File: src/rtl/riscv_coproc_pkg.sv
// Shared types and constants for the pipeline-side coprocessor issue logic.
package riscv_coproc_pkg;

    // Major opcode carried by coprocessor instructions and the muldiv subop codes.
    localparam logic [3:0] OpMuldiv    = 4'd3;
    localparam logic [3:0] SubopMul    = 4'd0;
    localparam logic [3:0] SubopMulh   = 4'd1;
    localparam logic [3:0] SubopMulhsu = 4'd2;
    localparam logic [3:0] SubopMulhu  = 4'd3;
    localparam logic [3:0] SubopDiv    = 4'd4;
    localparam logic [3:0] SubopDivu   = 4'd5;
    localparam logic [3:0] SubopRem    = 4'd6;
    localparam logic [3:0] SubopRemu   = 4'd7;

    // ALU-slot occupancy: Start covers the first cycle and any cannot_start hold,
    // Busy means the coprocessor has started but is still reporting cannot_complete.
    typedef enum logic [1:0] {
        AluEmpty = 2'd0,
        AluStart = 2'd1,
        AluBusy  = 2'd2
    } t_alu_state;

    // Decode-stage view handed to the coprocessor.
    typedef struct packed {
        logic [4:0] rd;
        logic       rd_written;
        logic [3:0] op;
        logic [3:0] subop;
    } t_idecode;

    // Full control bundle as seen by a coprocessor.
    typedef struct packed {
        logic        dec_idecode_valid;
        t_idecode    dec_idecode;
        logic        dec_to_alu_blocked;
        logic [31:0] alu_rs1;
        logic [31:0] alu_rs2;
        logic        alu_flush_pipeline;
        logic        alu_cannot_start;
        logic        alu_cannot_complete;
    } t_coproc_controls;

    // Status returned by the coprocessor.
    typedef struct packed {
        logic        cannot_start;
        logic        cannot_complete;
        logic        result_valid;
        logic [31:0] result;
    } t_coproc_response;

    // Contents of the decode slot; operands travel with the instruction.
    typedef struct packed {
        logic [4:0]  rd;
        logic [3:0]  op;
        logic [3:0]  subop;
        logic [31:0] rs1;
        logic [31:0] rs2;
    } t_dec_slot;

endpackage

File: src/rtl/riscv_i32_coproc_stall_timer.sv
// Saturating stall counter with a sticky timeout flag.
module riscv_i32_coproc_stall_timer #(
    parameter int unsigned TIMEOUT_CYCLES = 64
) (
    input  logic clk,
    input  logic reset_n,
    input  logic clear,
    input  logic enable,
    output logic timeout
);

    localparam int unsigned CountWidth = $clog2(TIMEOUT_CYCLES + 1);
    localparam logic [CountWidth-1:0] Limit = CountWidth'(TIMEOUT_CYCLES);

    logic [CountWidth-1:0] count_q, count_d;
    logic                  timeout_q, timeout_d;

    // Next count: clear wins over enable; hold once the limit is reached.
    always_comb begin
        count_d   = count_q;
        timeout_d = timeout_q;
        if (clear) begin
            count_d = '0;
        end else if (enable && (count_q != Limit)) begin
            count_d = count_q + 1'b1;
        end
        if (count_d == Limit) begin
            timeout_d = 1'b1;
        end
    end

    // Counter and sticky flag registers; only reset clears the flag.
    always_ff @(posedge clk) begin
        if (!reset_n) begin
            count_q   <= '0;
            timeout_q <= 1'b0;
        end else begin
            count_q   <= count_d;
            timeout_q <= timeout_d;
        end
    end

    assign timeout = timeout_q;

endmodule

File: src/rtl/riscv_i32_coproc_issue.sv
// Pipeline-side initiator: two-slot decode/ALU model driving a coprocessor
// control/response interface, with a registered one-cycle writeback port.
module riscv_i32_coproc_issue
    import riscv_coproc_pkg::*;
#(
    parameter int unsigned TIMEOUT_CYCLES = 64
) (
    input  logic        clk,
    input  logic        reset_n,

    input  logic        in_valid,
    output logic        in_ready,
    input  logic [4:0]  in_rd,
    input  logic [3:0]  in_op,
    input  logic [3:0]  in_subop,
    input  logic [31:0] in_rs1_data,
    input  logic [31:0] in_rs2_data,
    input  logic        flush,

    output logic        coproc_controls__dec_idecode_valid,
    output logic [4:0]  coproc_controls__dec_idecode__rd,
    output logic [3:0]  coproc_controls__dec_idecode__op,
    output logic [3:0]  coproc_controls__dec_idecode__subop,
    output logic        coproc_controls__dec_to_alu_blocked,
    output logic [31:0] coproc_controls__alu_rs1,
    output logic [31:0] coproc_controls__alu_rs2,
    output logic        coproc_controls__alu_flush_pipeline,
    output logic        coproc_controls__alu_cannot_start,
    output logic        coproc_controls__alu_cannot_complete,

    input  logic        coproc_response__cannot_start,
    input  logic        coproc_response__cannot_complete,
    input  logic        coproc_response__result_valid,
    input  logic [31:0] coproc_response__result,

    output logic        wb_valid,
    output logic [4:0]  wb_rd,
    output logic [31:0] wb_data,
    output logic        err_no_result,
    output logic        err_timeout
);

    t_coproc_response rsp;

    t_dec_slot   dec_q, dec_d;
    logic        dec_full_q, dec_full_d;
    t_alu_state  alu_state_q, alu_state_d;
    logic [4:0]  alu_rd_q, alu_rd_d;
    logic [31:0] alu_rs1_q, alu_rs1_d;
    logic [31:0] alu_rs2_q, alu_rs2_d;

    logic        wb_valid_q, wb_valid_d;
    logic [4:0]  wb_rd_q, wb_rd_d;
    logic [31:0] wb_data_q, wb_data_d;
    logic        err_no_result_q, err_no_result_d;

    logic alu_full;
    logic alu_cs;
    logic alu_cc;
    logic completing;
    logic alu_stalled;
    logic dec_blocked;
    logic advancing;
    logic accept;

    assign rsp = '{
        cannot_start:    coproc_response__cannot_start,
        cannot_complete: coproc_response__cannot_complete,
        result_valid:    coproc_response__result_valid,
        result:          coproc_response__result
    };

    // Slot handshake: response bits only matter while the ALU slot holds work.
    always_comb begin
        alu_full    = (alu_state_q != AluEmpty);
        alu_cs      = alu_full & rsp.cannot_start;
        alu_cc      = alu_full & rsp.cannot_complete;
        completing  = alu_full & ~alu_cs & ~alu_cc;
        alu_stalled = alu_full & ~completing;
        dec_blocked = dec_full_q & (alu_cs | alu_cc | alu_stalled);
        advancing   = dec_full_q & ~dec_blocked;
        in_ready    = ~flush & (~dec_full_q | advancing);
        accept      = in_valid & in_ready;
    end

    // Slot next-state: flush empties both; the ALU may refill in its completion cycle.
    always_comb begin
        dec_d       = dec_q;
        dec_full_d  = dec_full_q;
        alu_state_d = alu_state_q;
        alu_rd_d    = alu_rd_q;
        alu_rs1_d   = alu_rs1_q;
        alu_rs2_d   = alu_rs2_q;
        if (flush) begin
            dec_full_d  = 1'b0;
            alu_state_d = AluEmpty;
        end else begin
            if (advancing) begin
                alu_state_d = AluStart;
                alu_rd_d    = dec_q.rd;
                alu_rs1_d   = dec_q.rs1;
                alu_rs2_d   = dec_q.rs2;
            end else if (completing) begin
                alu_state_d = AluEmpty;
            end else if (alu_cc && !alu_cs) begin
                // Started but not finished; Busy persists until completion.
                alu_state_d = AluBusy;
            end
            if (accept) begin
                dec_full_d = 1'b1;
                dec_d      = '{rd: in_rd, op: in_op, subop: in_subop,
                               rs1: in_rs1_data, rs2: in_rs2_data};
            end else if (advancing) begin
                dec_full_d = 1'b0;
            end
        end
    end

    // Writeback next-state: a completion suppressed by flush produces nothing.
    always_comb begin
        wb_valid_d      = completing & ~flush;
        wb_rd_d         = wb_valid_d ? alu_rd_q : 5'd0;
        wb_data_d       = (wb_valid_d && rsp.result_valid) ? rsp.result : 32'd0;
        err_no_result_d = err_no_result_q | (wb_valid_d & ~rsp.result_valid);
    end

    // State registers with synchronous active-low reset.
    always_ff @(posedge clk) begin
        if (!reset_n) begin
            dec_q           <= '0;
            dec_full_q      <= 1'b0;
            alu_state_q     <= AluEmpty;
            alu_rd_q        <= '0;
            alu_rs1_q       <= '0;
            alu_rs2_q       <= '0;
            wb_valid_q      <= 1'b0;
            wb_rd_q         <= '0;
            wb_data_q       <= '0;
            err_no_result_q <= 1'b0;
        end else begin
            dec_q           <= dec_d;
            dec_full_q      <= dec_full_d;
            alu_state_q     <= alu_state_d;
            alu_rd_q        <= alu_rd_d;
            alu_rs1_q       <= alu_rs1_d;
            alu_rs2_q       <= alu_rs2_d;
            wb_valid_q      <= wb_valid_d;
            wb_rd_q         <= wb_rd_d;
            wb_data_q       <= wb_data_d;
            err_no_result_q <= err_no_result_d;
        end
    end

    riscv_i32_coproc_stall_timer #(
        .TIMEOUT_CYCLES(TIMEOUT_CYCLES)
    ) u_stall_timer (
        .clk     (clk),
        .reset_n (reset_n),
        .clear   (completing | flush | ~alu_full),
        .enable  (alu_stalled),
        .timeout (err_timeout)
    );

    // Coprocessor-facing controls; empty slots present zeros.
    always_comb begin
        coproc_controls__dec_idecode_valid   = dec_full_q;
        coproc_controls__dec_idecode__rd     = dec_full_q ? dec_q.rd : 5'd0;
        coproc_controls__dec_idecode__op     = dec_full_q ? dec_q.op : 4'd0;
        coproc_controls__dec_idecode__subop  = dec_full_q ? dec_q.subop : 4'd0;
        coproc_controls__dec_to_alu_blocked  = dec_blocked;
        coproc_controls__alu_rs1             = alu_full ? alu_rs1_q : 32'd0;
        coproc_controls__alu_rs2             = alu_full ? alu_rs2_q : 32'd0;
        coproc_controls__alu_flush_pipeline  = flush & alu_full;
        coproc_controls__alu_cannot_start    = alu_cs;
        coproc_controls__alu_cannot_complete = alu_cc;
    end

    assign wb_valid      = wb_valid_q;
    assign wb_rd         = wb_rd_q;
    assign wb_data       = wb_data_q;
    assign err_no_result = err_no_result_q;

endmodule

File: config.mk
export PLATFORM = sky130hd
export DESIGN_NAME = riscv_i32_coproc_issue
export DESIGN_NICKNAME = d
export VERILOG_FILES = /design/src/rtl/riscv_coproc_pkg.sv /design/src/rtl/riscv_i32_coproc_stall_timer.sv /design/src/rtl/riscv_i32_coproc_issue.sv
export SDC_FILE = /design/constraint.sdc
export NUM_CORES = 1
export LEC_CHECK = 0
export ABC_AREA = 1
export CAP_MARGIN = 20
export CORE_ASPECT_RATIO = 0.5
export CORE_MARGIN = 3
export CORE_UTILIZATION = 31
export CTS_CLUSTER_SIZE = 14
export DETAILED_ROUTE_END_ITERATION = 6
export PLACE_DENSITY = 0.69
export RECOVER_POWER = 50
export SLEW_MARGIN = 20
export SYNTH_ARGS = -nofsm -noshare
export SYNTH_HDL_FRONTEND = slang
export SYNTH_SLANG_ARGS = --single-unit
File: constraint.sdc
create_clock -name clk -period 1.7 [get_ports clk]
set_input_delay 0.255 -clock clk [delete_from_list [all_inputs] [get_ports clk]]
set_output_delay 0.255 -clock clk [all_outputs]
set_load 0.01 [all_outputs]
=== After elaboration in Yosys (flattened, before gate mapping) ===
Index checks and enable logic that the tools add are counted.

* Input port bits: 116
* Word-level logic and storage cells: 72
* Flip-flop bits (word level): 196
* Output and inout bits: 123

* Reductions and logical operators: 13
* Mux-type cells: 12
* Eq/ne operators: 2
* Add/subtract/negate cells: 1
* Bitwise gates (word level): 27

{| class="wikitable"
|+ Operators by type and width
! operator !! number
|-
| 2-to-1 mux 32 bit || 2
|-
| 2-to-1 mux 7 bit || 2
|-
| bitwise AND 1 bit || 12
|-
| inverter 1 bit || 9
|-
| 2-to-1 mux 4 bit || 2
|-
| AND reduction 2 bit || 4
|-
| adder 7 x 1 -> 7 bit, second input constant || 1
|-
| equality test 7 bit, second input constant || 1
|-
| inequality test 7 bit, second input constant || 1
|-
| bitwise OR 1 bit || 6
|-
| 2-to-1 mux 1 bit || 5
|-
| 2-to-1 mux 5 bit || 1
|-
| nonzero test 2 bit || 2
|-
| OR reduction 4 bit || 1
|-
| logical AND 1 bit || 3
|-
| nonzero test 3 bit || 1
|-
| OR reduction 2 bit || 1
|-
| zero test 1 bit || 1
|}

=== Logic depth before layout (Yosys ltp) ===
* Depth after elaboration: 15
* Mapped depth: 14
* Depth with buffers taken out: 14

=== By module ===
Synthesis repeated with hierarchy kept, for this count alone.

* Cell total of the unflattened synthesis: 1,428
* Area total of the unflattened synthesis: 8,933.6 µm²

{| class="wikitable"
|+ Modules (own cells, without submodules)
! module !! area each (µm²) !! cells an instance !! seq. area each (µm²) !! times used
|-
| riscv_i32_coproc_issue || 8,345.5 || 1,341 || 3,763.6 || 1
|-
| riscv_i32_coproc_stall_timer || 588.1 || 87 || 160.2 || 1
|}

=== Least setup slack after synthesis ===
No wires, ideal clock.

* Path type: reg-to-reg
* Start point: reg u_stall_timer.count_q[0]
* End point: reg u_stall_timer.timeout_q (netlist: u_stall_timer.timeout)
* Arrival time: 1.419 ns
* Cell stages (with the launch flop): 15
* Buffers on the path: 0
* Data required time: 1.568 ns
* Slack: 0.149 ns
* Library setup time: 0.132 ns
* Clock period less this slack: 1.551 ns
* Path through: dfxtp_1 inv_1 ha_1 nand2_1 inv_1 nand3_1 nand2_1 inv_1 nand2_1 nand2_1 nand2_1 nand2_1 nor2_1 nand2_1 a21oi_1

* Longest elaborated chain between the ends: 5
* Elaborated cells between the ends (all ways): 6
* Classes of those cells: 1 x add/sub; 2 x eq/ne; 2 x mux; 1 x reduce/logical

{| class="wikitable"
|+ Ends and longest elaborated chain
! element !! line !! text
|-
| start: declaration || riscv_i32_coproc_stall_timer.sv:15 || <nowiki>logic [CountWidth-1:0] count_q, count_d;</nowiki>
|-
| start signal: assignment || riscv_i32_coproc_stall_timer.sv:38 || <nowiki>count_q <= count_d;</nowiki>
|-
| branches (longest 2 deep; another with adder 7 x 1 -> 7 bit) || -- ||
|-
| 2-to-1 mux 7 bit (*) || riscv_i32_coproc_stall_timer.sv:24 || <nowiki>end else if (enable && (count_q != Limit)) begin</nowiki>
|-
| 2-to-1 mux 7 bit (*) || riscv_i32_coproc_stall_timer.sv:22 || <nowiki>if (clear) begin</nowiki>
|-
| equality test 7 bit (*) || riscv_i32_coproc_stall_timer.sv:27 || <nowiki>if (count_d == Limit) begin</nowiki>
|-
| end signal: assignment || riscv_i32_coproc_stall_timer.sv:39 || <nowiki>timeout_q <= timeout_d;</nowiki>
|-
| end: declaration || riscv_i32_coproc_stall_timer.sv:16 || <nowiki>logic timeout_q, timeout_d;</nowiki>
|}

Mark *: on every way between the ends.
A chain may end at the register's enable or synchronous reset.

=== Final worst setup path ===
* Start point: reg alu_state_q[1]
* End point: reg alu_rs1_q[28]

* Longest elaborated chain between the ends: 12
* Elaborated cells between the ends (all ways): 15
* Classes of those cells: 13 x bitwise; 2 x reduce/logical

{| class="wikitable"
|+ Ends and longest elaborated chain
! element !! line !! text
|-
| start: declaration || riscv_i32_coproc_issue.sv:47 || <nowiki>t_alu_state alu_state_q, alu_state_d;</nowiki>
|-
| start signal: assignment || riscv_i32_coproc_issue.sv:132 || <nowiki>alu_state_q <= AluEmpty;</nowiki>
|-
| start signal: assignment || riscv_i32_coproc_issue.sv:143 || <nowiki>alu_state_q <= alu_state_d;</nowiki>
|-
| nonzero test 2 bit (*) || riscv_i32_coproc_issue.sv:75 || <nowiki>alu_full = (alu_state_q != AluEmpty);</nowiki>
|-
| bitwise AND 1 bit || riscv_i32_coproc_issue.sv:76 || <nowiki>alu_cs = alu_full & rsp.cannot_start;</nowiki>
|-
| inverter 1 bit || riscv_i32_coproc_issue.sv:78 || <nowiki>completing = alu_full & ~alu_cs & ~alu_cc;</nowiki>
|-
| bitwise AND 1 bit (2 in a row) || riscv_i32_coproc_issue.sv:78 ||
|-
| inverter 1 bit || riscv_i32_coproc_issue.sv:79 || <nowiki>alu_stalled = alu_full & ~completing;</nowiki>
|-
| bitwise AND 1 bit || riscv_i32_coproc_issue.sv:79 ||
|-
| bitwise OR 1 bit (*) || riscv_i32_coproc_issue.sv:80 || <nowiki>dec_blocked = dec_full_q & (alu_cs | alu_cc | alu_stalled);</nowiki>
|-
| bitwise AND 1 bit (*) || riscv_i32_coproc_issue.sv:80 ||
|-
| inverter 1 bit (*) || riscv_i32_coproc_issue.sv:81 || <nowiki>advancing = dec_full_q & ~dec_blocked;</nowiki>
|-
| bitwise AND 1 bit (*) || riscv_i32_coproc_issue.sv:81 ||
|-
| AND reduction 2 bit (no line) (*) || -- ||
|-
| end signal: assignment || riscv_i32_coproc_issue.sv:145 || <nowiki>alu_rs1_q <= alu_rs1_d;</nowiki>
|-
| end: declaration || riscv_i32_coproc_issue.sv:49 || <nowiki>logic [31:0] alu_rs1_q, alu_rs1_d;</nowiki>
|}

Every way passes the cells marked *; elsewhere a longest branch is shown, timed or not.

==> qor.log <==
INFO  outcome        outcome=complete, but fails checks
INFO  outcome        violations_in_the_final_reports=setup timing
INFO  cts            clock-root-buffer=sky130_fd_sc_hd__clkbuf_16
INFO  final_layout   layout-drive-gt1-share=34.4%
INFO  pwr            ir_drop=0.000559V
INFO  logic_synthesis yosys.area.top_type_share=53.3%
INFO  logic_synthesis synthDistinctLibCells=24
INFO  critical_path  worst_path_most_repeated_cell=sky130_fd_sc_hd__buf_6
INFO  pwr            p_leak=0.00533uW
INFO  die            die_w=224um
INFO  timing         layout_setup_ws=-239ps
INFO  die            floorplan.io_pins=239
INFO  logic_synthesis number_of_flops_mapped_to_enable_cells_by_yosys=0
INFO  critical_path  crit_path_start=alu_state_q[1]$_SDFFE_PP0P_
INFO  logic_synthesis yosysWarnings=0
INFO  logic_synthesis syn-num-nets=1,086
INFO  route          drt_iter0_drc=631
INFO  placement      pre_cts_slack=-358ps
INFO  timing         max_transition_viols_final=0
INFO  placement      numPortBuffers=238
INFO  cts            cts_hold_buffers=0
INFO  timing         maxClockFrequency=516MHz
INFO  die            floorplan.die.height=115um
INFO  placement      hpwl=15,000um
INFO  logic_synthesis synth_top_flop_cell=sky130_fd_sc_hd__dfxtp_1
INFO  cts            tritoncts.num_buffers=17
INFO  final_layout   finalNetCount=1,379
INFO  global_routing grt_pass1_wl=37,200um
INFO  critical_path  cp.arrival=2260ps
INFO  die            overall_die_area=25,800squm
INFO  route          detailedRoute.firstPassIterationCount=5
INFO  global_routing grt_remaining_overflow=0
INFO  critical_path  critPathMaxFanout=10
INFO  global_routing grt_start_max_net_pins=86
INFO  timing         rsz0062_at_grt=true
INFO  die            fp-row-count=39
INFO  cts            clock_sinks=196
INFO  critical_path  reg2reg_setup_slack=-240ps
INFO  logic_synthesis avgSynthCellArea=7.61squm
INFO  pwr            power_density=759nW/um^2
INFO  critical_path  critPathMaxStageDelay=340ps
INFO  logic_synthesis synth_largest_area_cell=sky130_fd_sc_hd__dfxtp_1
INFO  critical_path  critical_path_required=2020ps
INFO  final_layout   final_area=12,900squm
INFO  critical_path  timing.critical_path.cells=nor2_4, buf_6, buf_6, a21oi_4, buf_6, buf_6, inv_4, nand3_4, bufbuf_16, o21ai_0, a21oi_1
INFO  route          drc=0
INFO  route          wl_per_cell=17.9um
INFO  logic_synthesis synth.ff_latch_count=196
INFO  global_routing first_global_vias=6,978
INFO  timing         final_clock_period_utilization_by_the_worst_path=114%
INFO  logic_synthesis synth.most_common_cell=sky130_fd_sc_hd__dfxtp_1
INFO  timing         hold_slack=305ps
INFO  final_layout   area_delta_synth_final=75.2%
INFO  logic_synthesis synth.cell_area=7370squm
INFO  worst_hold_path hold_class=in2reg
INFO  critical_path  r2r_start=alu_state_q[1]$_SDFFE_PP0P_
INFO  route          detail-route-antenna-nets=0
INFO  cts            clock_insertion_delay_worst_skew=440ps
INFO  timing         relSlewSlack=32.8%
INFO  timing         final_number_of_setup_violating_endpoints=232
INFO  logic_synthesis netlist_top_cells_area=sky130_fd_sc_hd__dfxtp_1, sky130_fd_sc_hd__a21oi_1, sky130_fd_sc_hd__inv_1
INFO  global_routing number_of_antenna_violations_at_the_first_check_in_global_routing=4
INFO  global_routing grtUsageTotal=18.4%
INFO  critical_path  slowest_stage=sky130_fd_sc_hd__dfxtp_2
INFO  cts            clock_path_buffers=2
INFO  cts            clk_pin_slew_worst_paths=70ps
INFO  timing         clock-skew-final=8.07ps
INFO  critical_path  r2r.worst_path.cells=11
INFO  critical_path  critical_path.endpoint=alu_rs1_q[28]$_SDFFE_PN0P_
INFO  cts            cts_max_level=4
INFO  route          vias_per_cell=4.88
INFO  cts            cts_tree=built
INFO  placement      place_area=10,300squm
INFO  logic_synthesis most_used_standard_cells_in_the_synthesized_netlist=sky130_fd_sc_hd__dfxtp_1, sky130_fd_sc_hd__a21oi_1, sky130_fd_sc_hd__inv_1, sky130_fd_sc_hd__nand2_1, sky130_fd_sc_hd__nor2_1
INFO  timing         totalNegativeSetupSlack=-20,550ps
INFO  logic_synthesis netlist_instances=968
INFO  placement      place_congestion=0.851
INFO  final_layout   layout.core_utilization=55.9%
INFO  timing         timing.final.hold_violations=0
INFO  die            starting_density_of_the_core=31.9%
INFO  critical_path  worstSetupEndpointType=flip-flop
INFO  logic_synthesis synth-async-reset-ratio=0%
INFO  run            drv.max_cap_violation_count=0
INFO  timing         worst-slew-pin-transition=1010ps
INFO  route          vias=7,726
INFO  critical_path  timing_worst_setup_path_type=reg2reg
INFO  critical_path  start_kind=flip-flop
INFO  critical_path  critical_path.reg2reg.endpoint=alu_rs1_q[28]$_SDFFE_PN0P_
INFO  route          detail_route.wirelength=28,300um
INFO  logic_synthesis synth-seq-area-share=53.3%
INFO  die            fp.coreArea=23,100squm
INFO  timing         timing.final.crit_period=1940ps
==> critical path: cells and delay by family, from the launching register on <==
kind	cells	cell delay, ps
AND/OR/NAND/NOR	2	290
AO/OA/AOI/OAI	3	340
flip-flops	1	340
buffers and inverters	6	830
==> layout make-up <==
class / count / area, sq um
fill: 1917 / 10200
sequential: 196 / 3930
multi-input combinational: 572 / 3810
timing repair buffer: 341 / 3730
inverter: 133 / 504
clock buffer: 23 / 488
tap: 307 / 384
clock inverter: 8 / 52.6
antenna: 4 / 10.0
==> logic make-up after synthesis <==
| group | Yosys count | synth area share, % |
|---|---|---|
| AOI/OAI and AO/OA | 222 | 15.4 |
| xor gates and xnor gates | 2 | 0.238 |
| adders and majority gates | 2 | 0.340 |
| buffers and inverters | 201 | 11.2 |
| DFF | 196 | 53.3 |
| and+or+nand+nor | 345 | 19.6 |
==> per-layer routing <==
layer / wire length [um] / track usage (%) / up-vias
met3: 1760 / 4.57 / 66
met1: 11600 / 22.5 / 3727
met2: 13900 / 31.3 / 271
met5: 0 / 0 / -
li1: - / - / 3662
met4: 990 / 7.79 / 0
==> metrics by stage <==
step | instances | power (uW)
6_report | 1584 | 9800
5_1_grt | 1584 | 10200
4_1_cts | 1561 | 9550
3_5_place_dp | 1488 | 5630
3_3_place_gp | 1488 | 5620
2_1_floorplan | 968 | 5210
==> state kept, by name, summed over array words and instances, names as in the netlist, 2 cells and up <==
signal / count
dec_q: 77
alu_rs1_q: 32
alu_rs2_q: 32
wb_data: 32
u_stall_timer.count_q: 7
alu_rd_q: 5
wb_rd: 5
alu_state_q: 2
==> how the worst min path moves through the flow <==
stage | slack, ps | endpoint | start | cells after the start
after CTS | 300 | coproc_controls__dec_idecode_valid$_SDFFE_PP0P_ | reset_n | 6
after detailed placement | 430 | wb_rd[4]$_SDFF_PN0_ | alu_rd_q[4]$_SDFFE_PN0P_ | 2
final | 310 | dec_q[63]$_SDFFE_PN0P_ | in_valid | 3
after global routing | 310 | dec_q[63]$_SDFFE_PN0P_ | in_valid | 3
after global placement | 430 | wb_rd[4]$_SDFF_PN0_ | alu_rd_q[4]$_SDFFE_PN0P_ | 2
after floorplan | 370 | wb_data[0]$_SDFF_PN0_ | coproc_response__result[0] | 2
==> repair_timing <==
item,4_1_cts,5_1_grt
endpoints found under the hold margin,0,0
gates resized for setup,440,302
pin swaps,8,30
buffers inserted,27,10
endpoints found under the setup margin,139,253
gates cloned,16,14
==> power by group <==
part,total [uW],switching (uW),internal (uW)
registers,4810,96.4,4710
logic,1230,591,640
clock network,3760,1740,2010
==> placed cells by master, fill, tap and decap left out, types with 3 or more instances in the layout <==
cell type and instances:
sky130_fd_sc_hd__nand3_2 6, sky130_fd_sc_hd__a21oi_1 82, sky130_fd_sc_hd__clkbuf_16 27, sky130_fd_sc_hd__nand2_1 57, sky130_fd_sc_hd__nand3_1 79, sky130_fd_sc_hd__buf_6 44
sky130_fd_sc_hd__dfxtp_1 193, sky130_fd_sc_hd__o21ai_0 27, sky130_fd_sc_hd__nand2_2 14, sky130_fd_sc_hd__dlygate4sd2_1 14, sky130_fd_sc_hd__clkinv_2 4, sky130_fd_sc_hd__nor2_1 76
sky130_fd_sc_hd__clkbuf_8 4, sky130_fd_sc_hd__buf_12 23, sky130_fd_sc_hd__o21ai_2 22, sky130_fd_sc_hd__buf_8 4, sky130_fd_sc_hd__buf_16 9, sky130_fd_sc_hd__diode_2 4
sky130_fd_sc_hd__a21oi_2 66, sky130_fd_sc_hd__inv_1 128, sky130_fd_sc_hd__inv_2 3, sky130_fd_sc_hd__o21ai_1 16, sky130_fd_sc_hd__nor2_4 19, sky130_fd_sc_hd__o21ai_4 5
sky130_fd_sc_hd__nor2_2 26, sky130_fd_sc_hd__nand3_4 4, sky130_fd_sc_hd__buf_4 33, sky130_fd_sc_hd__clkdlybuf4s50_1 153, sky130_fd_sc_hd__buf_2 49, sky130_fd_sc_hd__nand2_4 60
No activity file was read; power rests on OpenSTA's default activity.
